### src/rtl/bp_fe_pkg.sv
// Shared types and helpers for the frontend request arbiter.
package bp_fe_pkg;

  typedef enum logic [1:0] {
    e_idle   = 2'd0,
    e_send   = 2'd1,
    e_meta   = 2'd2,
    e_locked = 2'd3
  } bp_fe_req_arb_state_e;

  // Counter width able to hold the value `limit` itself.
  function automatic int unsigned bp_fe_ctr_width(input int unsigned limit);
    return (limit < 1) ? 1 : $clog2(limit + 1);
  endfunction

endpackage

### src/rtl/bp_fe_req_arb_starve_ctr.sv
// Saturating up-counter with clear; counts demand grants made while a prefetch waits.
module bp_fe_req_arb_starve_ctr
  import bp_fe_pkg::*;
#(
  parameter int starve_limit_p = 8,
  localparam int width_lp = bp_fe_ctr_width(starve_limit_p)
)(
  input  logic clk_i,
  input  logic reset_i,
  input  logic clr_i,
  input  logic inc_i,
  output logic sat_o
);

  localparam logic [width_lp-1:0] limit_lp = width_lp'(starve_limit_p);

  logic [width_lp-1:0] count_q;

  assign sat_o = (count_q == limit_lp);

  // Clear dominates so a prefetch grant always restarts the count.
  always_ff @(posedge clk_i or posedge reset_i) begin
    if (reset_i) begin
      count_q <= '0;
    end else if (clr_i) begin
      count_q <= '0;
    end else if (inc_i && !sat_o) begin
      count_q <= count_q + width_lp'(1);
    end
  end

endmodule

### src/rtl/bp_fe_req_arbiter.sv
// Arbitrates demand and next-line prefetch requests onto one cache request port.
// Prefetch arbitration is built only when BP_FE_REQ_ARB_PREFETCH_EN is defined.
module bp_fe_req_arbiter
  import bp_fe_pkg::*;
#(
  parameter int req_width_p      = 64,
  parameter int metadata_width_p = 8,
  parameter int starve_limit_p   = 8
)(
  input  logic                        clk_i,
  input  logic                        reset_i,

  input  logic [req_width_p-1:0]      dmd_req_i,
  input  logic [metadata_width_p-1:0] dmd_meta_i,
  input  logic                        dmd_v_i,
  output logic                        dmd_yumi_o,

  input  logic [req_width_p-1:0]      pf_req_i,
  input  logic [metadata_width_p-1:0] pf_meta_i,
  input  logic                        pf_v_i,
  output logic                        pf_yumi_o,

  input  logic                        pf_flush_i,

  output logic [req_width_p-1:0]      cache_req_o,
  output logic                        cache_req_v_o,
  input  logic                        cache_req_yumi_i,

  output logic [metadata_width_p-1:0] cache_req_metadata_o,
  output logic                        cache_req_metadata_v_o,

  input  logic                        cache_req_lock_i,
  input  logic                        cache_req_credits_full_i,
  input  logic                        cache_req_credits_empty_i,

  output logic                        grant_src_o
);

  bp_fe_req_arb_state_e        state_q;
  logic [req_width_p-1:0]      req_q;
  logic [metadata_width_p-1:0] meta_q;
  logic                        src_q;

  logic grant_ok;
  logic dmd_elig;
  logic dmd_grant;
  logic pf_grant;

  // Yumi is combinational, so it must be masked while reset is held.
  assign grant_ok = (state_q == e_idle) && !reset_i && !cache_req_credits_full_i;
  assign dmd_elig = grant_ok && dmd_v_i;

`ifdef BP_FE_REQ_ARB_PREFETCH_EN
  logic pf_elig;
  logic starved;

  assign pf_elig   = grant_ok && pf_v_i && cache_req_credits_empty_i;
  assign pf_grant  = pf_elig && (starved || !dmd_elig);
  assign dmd_grant = dmd_elig && !pf_grant;

  bp_fe_req_arb_starve_ctr #(
    .starve_limit_p(starve_limit_p)
  ) starve_ctr (
    .clk_i  (clk_i),
    .reset_i(reset_i),
    .clr_i  (pf_grant || !pf_v_i),
    .inc_i  (dmd_grant),
    .sat_o  (starved)
  );
`else
  logic unused_pf;

  assign unused_pf = pf_v_i ^ cache_req_credits_empty_i;
  assign pf_grant  = 1'b0;
  assign dmd_grant = dmd_elig;
`endif

  always_ff @(posedge clk_i or posedge reset_i) begin
    if (reset_i) begin
      state_q <= e_idle;
      req_q   <= '0;
      meta_q  <= '0;
      src_q   <= 1'b0;
    end else begin
      case (state_q)
        e_idle: begin
          if (dmd_grant || pf_grant) begin
            state_q <= e_send;
            req_q   <= pf_grant ? pf_req_i  : dmd_req_i;
            meta_q  <= pf_grant ? pf_meta_i : dmd_meta_i;
            src_q   <= pf_grant;
          end
        end
        e_send: begin
          // Acceptance wins over a same-cycle flush; flush only cancels prefetches.
          if (cache_req_yumi_i) begin
            state_q <= e_meta;
          end else if (pf_flush_i && src_q) begin
            state_q <= e_idle;
          end
        end
        e_meta: begin
          state_q <= cache_req_lock_i ? e_locked : e_idle;
        end
        e_locked: begin
          if (!cache_req_lock_i) begin
            state_q <= e_idle;
          end
        end
        default: begin
          state_q <= e_idle;
        end
      endcase
    end
  end

  assign dmd_yumi_o             = dmd_grant;
  assign pf_yumi_o              = pf_grant;
  assign cache_req_o            = req_q;
  assign cache_req_v_o          = (state_q == e_send);
  assign cache_req_metadata_o   = meta_q;
  assign cache_req_metadata_v_o = (state_q == e_meta);
  assign grant_src_o            = src_q;

endmodule

### config.mk
export PLATFORM = sky130hd
export DESIGN_NAME = bp_fe_req_arbiter
export DESIGN_NICKNAME = d
export VERILOG_FILES = /design/src/rtl/bp_fe_pkg.sv /design/src/rtl/bp_fe_req_arb_starve_ctr.sv /design/src/rtl/bp_fe_req_arbiter.sv
export SDC_FILE = /design/constraint.sdc
export NUM_CORES = 1
export LEC_CHECK = 0
export CAP_MARGIN = 20
export CORE_MARGIN = 2
export CORE_UTILIZATION = 35
export DETAILED_ROUTE_END_ITERATION = 10
export GPL_ROUTABILITY_DRIVEN = 0
export PLACE_DENSITY = 0.94
export SYNTH_ARGS = -nofsm -noshare
export SYNTH_HDL_FRONTEND = slang
export SYNTH_SLANG_ARGS = --single-unit
### constraint.sdc
create_clock -name clk_i -period 3.7 [get_ports clk_i]
set_clock_uncertainty 0.2 [all_clocks]
set_input_delay 0.74 -clock clk_i [delete_from_list [all_inputs] [get_ports clk_i]]
set_output_delay 0.74 -clock clk_i [all_outputs]
set_load 0.02 [all_outputs]
# Word level (Yosys, flattened, before mapping)
# Index checks and enable logic that the tools add are counted.
# classes
reduce_logical	8
n_mux	5
n_eq_ne	6
# op_table
operator	count
2-bit 2-to-1 mux	4
2-bit one-hot mux with 4 select lines	1
2-bit == test (second input constant)	2
2-bit != test (second input constant)	2
1-bit logical AND	3
3-bit AND reduction	1
2-bit by 1-bit == test with 1-bit output (second input constant)	1
1-bit logical NOT	2
2-bit logical NOT	1
2-bit by 1-bit != test with 1-bit output (second input constant)	1
2-bit AND reduction	1
# totals
wordCells	22
out_inout_bits	77
reg_bits	74
in_bits	153

# Longest topological paths before layout
# Gate-level depths: netlist of the first run.
# logic_depth
depth_word	6
mapped_depth	5

# Least setup slack after synthesis of the first run
# No wires, ideal clock.
# synth_path
kind	in2out
startpoint	in reset_i
endpoint	out dmd_yumi_o
path_slack_ns	0.858
t_required_ns	2.760
arrival_ns	1.902
n_path_buf	2
path_stages	5
cell_sequence	or3b_1 or3_1 buf_6 buf_12 inv_1
# synth_via
elab_chain_cells	4
# synth_rtl
item	line_no	source
start, declared	bp_fe_req_arbiter.sv:11	input logic reset_i,
1-bit logical NOT (no source line)	-	
1-bit logical AND (2 in a row)	bp_fe_req_arbiter.sv:50	assign grant_ok = (state_q == e_idle) && !reset_i && !cache_req_credits_full_i;
1-bit logical AND	bp_fe_req_arbiter.sv:51	assign dmd_elig = grant_ok && dmd_v_i;
end, declared	bp_fe_req_arbiter.sv:16	output logic dmd_yumi_o,
# Every way passes these cells.

# Worst setup path after layout of the first run
# Ends and elaborated chain as after synthesis.

==> metrics list, run 1 <==
- Run status: completed
- Pre-CTS setup slack: 0.1294 ns
* FF+latch count, synth: 74
- Postcts setup bufs: 0
* Buffer cell driving the clock tree root: clkbuf_8
* Net count reported at finish: 476
- Headroom to the max-slew limit came out at 48.78%.
- Of the available clock period, the critical path in the final layout requires 96.64%.
- The final number of max-transition violations was 0.
- By startpoint and endpoint, the worst setup path is classified as input port to output port.
- Counting I/O delays and the setup requirement, the final critical path takes 3.576 ns.
- Final-report hold violation count: 0
- The completed layout was analyzed and its total power is 0.004344 W.
- Non-Filler Instances: 435
- Placed cell count: 420
- Dividing total power by cell area gives a power density of 880.9 nW/um^2.
* Detailed-router iteration count before antenna repair: 2
- Measured along the x axis, the die boundary spans 98.97 microns.
- Mapped Cells: 166
- Across every metal layer, demand over resource in global routing totals 15.00%.
- Die Outline Area: 9795 sq um
* Post-synth design cell area: 3157 sq um
- Area growth, synth to finish: 56.20%
* Count of pins on the block boundary: 230
* Via count: 1,952
- WL/cell: 16.33 microns
- The first global-routing pass estimated 11.49 mm of wire.
- Portion of synthesized cell area occupied by the leading cell type: 58.66%
* Cells taking the most area after synthesis: dfrtp_1 59%, mux2_4 33%, buf_12 4.4%
- In this run, synthesis inferred 0 flip-flops with an integrated enable.
* Final TNS setup: 0 ns
- In this run the worst path has a maximum fanout of 2.
- Total detailed-routing wirelength: 7.104 mm
- The critical path starts at reset_i.
- Number of CTS-inserted buffers: 9
- Sequential cell area fraction in the yosys report: 58.66%
- TritonCTS built the clock tree.
* Worst skew pair latency: 0.33 ns
* Via count of the first global-routing pass: 2,274
- Slack of the critical path: 0.1244 ns
- Post-cts hold buffer count: 0
* Beginning of the worst hold path: cache_req_o[24]$_DFFE_PP0P_
* Synth Warn #: 0
- Entering global routing, the biggest net connects 43 pins.
- The total overflow left after global routing is 0.
- In this run the core area contains 34 standard-cell rows.
- Number of distinct library cell variants in the gate-level netlist after synthesis: 13
- Max Buffers Root-to-Sink: 2
- Fraction of registers with async set/reset: 100.0%
* Post-cts gate resize count: 0
- In the routed design, unresolved DRC markers number 0.
- After synthesis, the most frequently instantiated cells are 74 x dfrtp_1, 69 x mux2_4, 7 x buf_12, 4 x mux2_2.
- VDD sags by at most 0.4406 mV.
* Dominant synthesized flop cell: dfrtp_1
- Startpoint kind of the worst setup timing path: input port
- Using the TritonRoute via totals, the vias-per-cell ratio works out to 4.487.
- Once the floorplan was initialized, standard cells occupied 36.20% of the core.
- Launching point of the worst reg2reg path: state_q[1]$_DFFE_PP0P_
- After synthesis, the mean cell area works out to 19.02 sq um.
- The post-route netlist has 28.44% of its cells at a drive strength greater than 1.
- 0 antenna diodes ended up in the layout.
- At the worst endpoint, the required time is 2.76 ns.
- Measured along the y axis, the die boundary spans 98.97 microns.
* Clock-pin transition on the worst setup and hold timing paths: 0.07 ns
- The tool flagged a number of max-cap violations equal to 0.
* Quantity of I/O buffers inserted on ports: 152
- Deepest level of the CTS H-tree: 3
* Worst hold path class: flip-flop to flip-flop
- STA puts the critical path data arrival time at 2.64 ns.
- The worst setup path is captured at an output port.
* Count of nets left with antenna violations after detail routing: 0
- Detailed placement ended at an HPWL of 5.270 mm.
- On the final layout, the worst hold slack is 0.3073 ns.
* Unrepaired setup endpoints after global routing: no
* Setup-violating endpoint count in the final report: 0
- At the pin with the least slew margin, the transition time is 0.7671 ns.
* Clock tree sinks: 74
* Number of antenna violations at the first check in global routing: 0
- The most common cell in the synthesized netlist is dfrtp_1.
- Max Fclk: 279.7 MHz
- Largest area contributor in the netlist: dfrtp_1
* CORE AREA: 8721 sq um
- For this block, the initial DRC count from the detailed router was 32.
- Summed over all cells, the static leakage comes to 2.317 nW.
[worst paths after layout]
| kind | end | slack, ns | cells past startpoint |
|---|---|---|---|
| hold / removal | cache_req_o[24]$_DFFE_PP0P_ | 0.31 | 1 |
| setup / recovery | dmd_yumi_o | 0.12 | 5 |
| min in group asynchronous | cache_req_o[50]$_DFFE_PP0P_ | 0.70 | 2 |
| hold reg to reg | cache_req_o[24]$_DFFE_PP0P_ | 0.31 | 1 |
| setup reg to reg | cache_req_o[46]$_DFFE_PP0P_ | 1.22 | 4 |
| max in group asynchronous | cache_req_o[21]$_DFFE_PP0P_ | 1.91 | 3 |
[cells in the final DEF (no fill, tap or decap)]
master / instances
dfrtp_1: 74
nor2b_1: 2
buf_4: 2
a22o_1: 1
inv_2: 1
conb_1: 2
clkinv_2: 1
clkinvlp_4: 1
mux2_2: 4
or3b_1: 1
clkbuf_8: 10
mux2i_1: 1
mux2_4: 69
inv_1: 1
bufinv_16: 3
buf_12: 1
clkdlybuf4s50_1: 152
or3_4: 1
[cells by family (layout without fill, tap and decap cells)]
family	after synthesis	in the layout	synth area share, %
and+or+nand+nor	4	4	0.8721
buffers and inverters	12	172	5.509
AOI/OAI and AO/OA	1	1	0.2775
muxes	74	74	34.56
DFF	74	74	58.66
other	1	2	0.1188
[per-stage QoR]
step | util [%] | cell area [sq um]
after detailed placement | 53.79 | 4691
final | 56.54 | 4931
after CTS | 56.54 | 4931
after global routing | 56.54 | 4931
after floorplan | - | 3161
after global placement | 53.79 | 4691
[registers in the layout (all words and copies together) (netlist names)]
| register | flops |
|---|---|
| cache_req_metadata_o | 8 |
| cache_req_o | 64 |
| state_q | 2 |
[critical path, stage by stage]
cell and delay [ns]:
clkdlybuf4s50_1 0.44, or3b_1 0.41, or3_4 0.34, inv_1 0.09
clkdlybuf4s50_1 0.61
[layer usage]
metal / share of wire, % / vias up / global-route usage [%]
li1: - / 882 / -
met1: 39 / 971 / 17.90
met2: 52 / 89 / 25.16
met3: 7.5 / 10 / 5.532
met4: 1.2 / 0 / 4.847
met5: 0 / - / 0
[power by group]
group          internal, W  total (W)  leakage (nW)  switching [W]
registers          0.00122    0.00146         0.880       0.000242
logic              0.00127    0.00214          1.32       0.000869
clock network     0.000462   0.000743         0.118       0.000281
[layout make-up]
| cell class | count | area (sq um) |
|---|---|---|
| clock buffers | 10 | 137.6 |
| multi-input cells | 81 | 1140 |
| fillers | 680 | 3790 |
| repair buffers | 155 | 1556 |
| flip-flops and latches | 74 | 1852 |
| inverters | 2 | 7.507 |
| clock inverters | 5 | 102.6 |
| well taps | 108 | 135.1 |
(Power assumes the default switching activity.)
==> inputs of run 2 (changes only) <==
SKIP_LAST_GASP = 1   (was not set)
==> results of run 2 <==
Same layout as run 1: the final DEF is identical, and so are final timing and power.
==> inputs of run 3 (changes only) <==
CORE_MARGIN = 3   (was 2)
CTS_BUF_LIST = sky130_fd_sc_hd__clkbuf_4 sky130_fd_sc_hd__clkbuf_8 sky130_fd_sc_hd__clkbuf_16   (was not set)
==> run 3 against run 2 <==
Compared with the run above: setup slack gained 0.053 ns; clock power decreased by 4.8%; die area grew 4.1%; combinational power is essentially flat; wire length down 1.5%; flip-flop and latch count is the same; count of clock-buffer cells in the layout up 1; critical path depth did not move; final area shrank 0.30%; register-to-register slack improved by 0.03 ns; critical path type unchanged; highest routed layer unchanged.
==> metrics list, run 3 (same netlist as run 1, synthesis figures left out) <==
- Data required time of the critical path: 2.76 ns (about the same)
- Number of CTS-inserted buffers: 9 (unchanged)
- Unrepaired setup endpoints after global routing: no (unchanged).
- Launching point of the worst reg2reg path: state_q[1]$_DFFE_PP0P_ (unchanged)
- The cell row count is 34 (unchanged).
- Worst-case reg-to-reg path depth: 4 (unchanged)
- Setup-violating endpoint count in the final report: 0 (unchanged)
- Top library cells by usage in the layout, fill and taps aside: 152 x clkdlybuf4s50_1, 74 x dfrtp_1, 69 x mux2_4 (unchanged).
* Most used cell, CP: clkdlybuf4s50_1 (unchanged)
* Share of final-layout standard cells stronger than drive strength 1: 28.44% (unchanged)
- The vertical die dimension came to 101.0 microns (was 98.97 microns).
- Deepest level of the CTS H-tree: 3 (unchanged)
* HPWL after DPL: 5.115 mm (was 5.270 mm)
* Cell with the largest stage delay on the worst path: clkdlybuf4s50_1 (unchanged)
- The starting DRC count in detailed routing is 39 (was 32).
- The global-route congestion overflow total was 0 (unchanged).
- The maximum clock path buffer count is 2 (unchanged).
- The total power consumption of the routed design was 0.004311 W (was 0.004344 W).
* CORE AREA: 8721 sq um (unchanged)
- Worst path cell trace: clkdlybuf4s50_1, or3b_1, or3_4, inv_1, clkdlybuf4s50_1 (unchanged).
- The endpoint with the worst hold slack is cache_req_o[4]$_DFFE_PP0P_ (was cache_req_o[24]$_DFFE_PP0P_).
- Power density over the cells: 877.0 nW/um^2 (was 880.9 nW/um^2)
* Number of buffers and inverters on the critical path: 3 (unchanged)
- Startpoint kind of the worst setup timing path: input port (unchanged)
- Final core occ: 56.37% (was 56.54%)
- The flip-flop count of the largest register after layout was 64 (unchanged).
- The total clock sinks was 74 (unchanged).
* Fin. max-slew vios: 0 (unchanged)
- Beginning of the worst hold path: cache_req_o[4]$_DFFE_PP0P_ (was cache_req_o[24]$_DFFE_PP0P_)
- The via count of the first global-routing pass was 2,158 (was 2,274).
* Final hold slack: 0.3088 ns (was 0.3073 ns)
* Quantity of I/O buffers inserted on ports: 152 (unchanged)
* Final TNS setup: 0 ns (unchanged)
- The type of the worst min-delay path is flip-flop to flip-flop (unchanged).
* Area used by multi-input combinational logic: 1140 sq um (unchanged)
- Total global-route track usage: 14.25% (was 15.00%)
- The largest fanout on the critical path came to 2 (unchanged).
- Antenna diode count: 0 (unchanged)
- Run status: completed (unchanged).
* Post-cts hold buffer count: 0 (unchanged)
* Wire length of the first global-routing pass: 11.24 mm (was 11.49 mm)
- The number of nets with antenna violations after detailed routing was 0 (unchanged).
* DR DRC count: 0 (unchanged)
- The timing-limited maximum frequency came to 283.9 MHz (was 279.7 MHz).
- Die Outline Area: 10,190 sq um (was 9795 sq um)
- The count of cells resized by post-cts repair was 0 (unchanged).
- The sort of element at the end of the critical path was an output port (unchanged).
- The total leakage power came to 2.314 nW (was 2.317 nW).
- Final period util: 95.20% (was 96.64%)
* Clock-pin transition on the worst setup and hold timing paths: 0.06 ns (was 0.07 ns)
- The number of I/O pins was 230 (unchanged).
- TritonCTS clock tree: yes (unchanged)
- The most common cell after layout, fill and taps aside was clkdlybuf4s50_1 (unchanged).
- Initial core utilization: 36.20% (unchanged)
- The number of nets in the layout is 476 (unchanged).
- The total count of hold-check failures in the final report was 0 (unchanged).
- Hold Path Cell Cnt: 1 (unchanged)
- Postcts setup bufs: 0 (unchanged)
- The number of iterations in the first detailed-routing pass was 4 (was 2).
- The slew at the pin with the worst max-slew slack was 1.040 ns (was 0.7671 ns).
- Worst skew pair latency: 0.33 ns (about the same)
* Worst setup slack for register-to-register paths: 1.25 ns (was 1.22 ns)
- The clock tree root buffer cell was clkbuf_8 (unchanged).
* Number of antenna violations at the first check in global routing: 0 (unchanged)
- The minimum clock period was 3.522 ns (was 3.576 ns).
* Largest net degree at the start of global routing: 60 (was 43)
* Slew margin rel.: 30.68% (was 48.78%)
- The max capacitance violation total is 0 (unchanged).
- The timing startpoint of the critical path is reset_i (unchanged).
* Area growth, synth to finish: 55.73% (was 56.20%)
- The arrival time at the worst endpoint was 2.58 ns (was 2.64 ns).
* Kind of cell adding the most delay to the critical path: buffers and inverters (unchanged)
- The via count came to 1,923 (was 1,952).
- The stage delay of the slowest cell on the critical path came to 0.60 ns (was 0.61 ns).
- The average wire per standard cell is 16.09 microns (was 16.33 microns).
- DIE WIDTH: 101.0 microns (was 98.97 microns)
- The fill cell total of the finished layout is 693 (was 680).
- The type of the setup path with the least slack is input port to output port (unchanged).
- Total detailed-routing wirelength: 6.999 mm (was 7.104 mm)
- The peak supply drop was 0.5265 mV (was 0.4406 mV).
- Register area: 1852 sq um (unchanged)
- Critical register-to-register path endpoint: cache_req_o[8]$_DFFE_PP0P_ (was cache_req_o[46]$_DFFE_PP0P_)
- The vias per cell came to 4.421 (was 4.487).
## run 3: per-stage QoR
stage / cell area [sq um] / cells / setup slack, ns
floorplan: 3161 / 167 / 0.8580
global placement: 4691 / 420 / 0.1443
detailed placement: 4691 / 420 / 0.1548
CTS: 4916 / 435 / 0.1548
global route: 4916 / 435 / 0.1027
finish: 4916 / 435 / 0.1776
## run 3: layer usage
layer / share of wire (%) / track usage, %
met5: 0 / 0
met4: 0.39 / 3.681
met3: 7.8 / 5.606
met2: 50 / 21.97
met1: 42 / 18.83
## run 3: cell type report
| class | count | area share, % |
|---|---|---|
| sequential | 74 | 37.67 |
| multi-input combinational | 81 | 23.19 |
| tap | 108 | 2.749 |
| clock inverter | 4 | 1.502 |
| timing repair buffer | 155 | 31.66 |
| clock buffer | 11 | 3.080 |
| inverter | 2 | 0.1527 |
## run 3: how the worst max path moves through the flow
| stage | to | slack (ns) | cells past startpoint |
|---|---|---|---|
| after floorplan | dmd_yumi_o | 0.86 | 5 |
| after global placement | dmd_yumi_o | 0.14 | 5 |
| after detailed placement | dmd_yumi_o | 0.15 | 5 |
| after CTS | dmd_yumi_o | 0.15 | 5 |
| after global routing | dmd_yumi_o | 0.10 | 5 |
| final | dmd_yumi_o | 0.18 | 5 |
## run 3: report_power, final
| group | internal, W | switching [W] | leakage, nW |
|---|---|---|---|
| logic | 0.00128 | 0.000872 | 1.32 |
| registers | 0.00122 | 0.000242 | 0.880 |
| clock network | 0.000415 | 0.000292 | 0.116 |
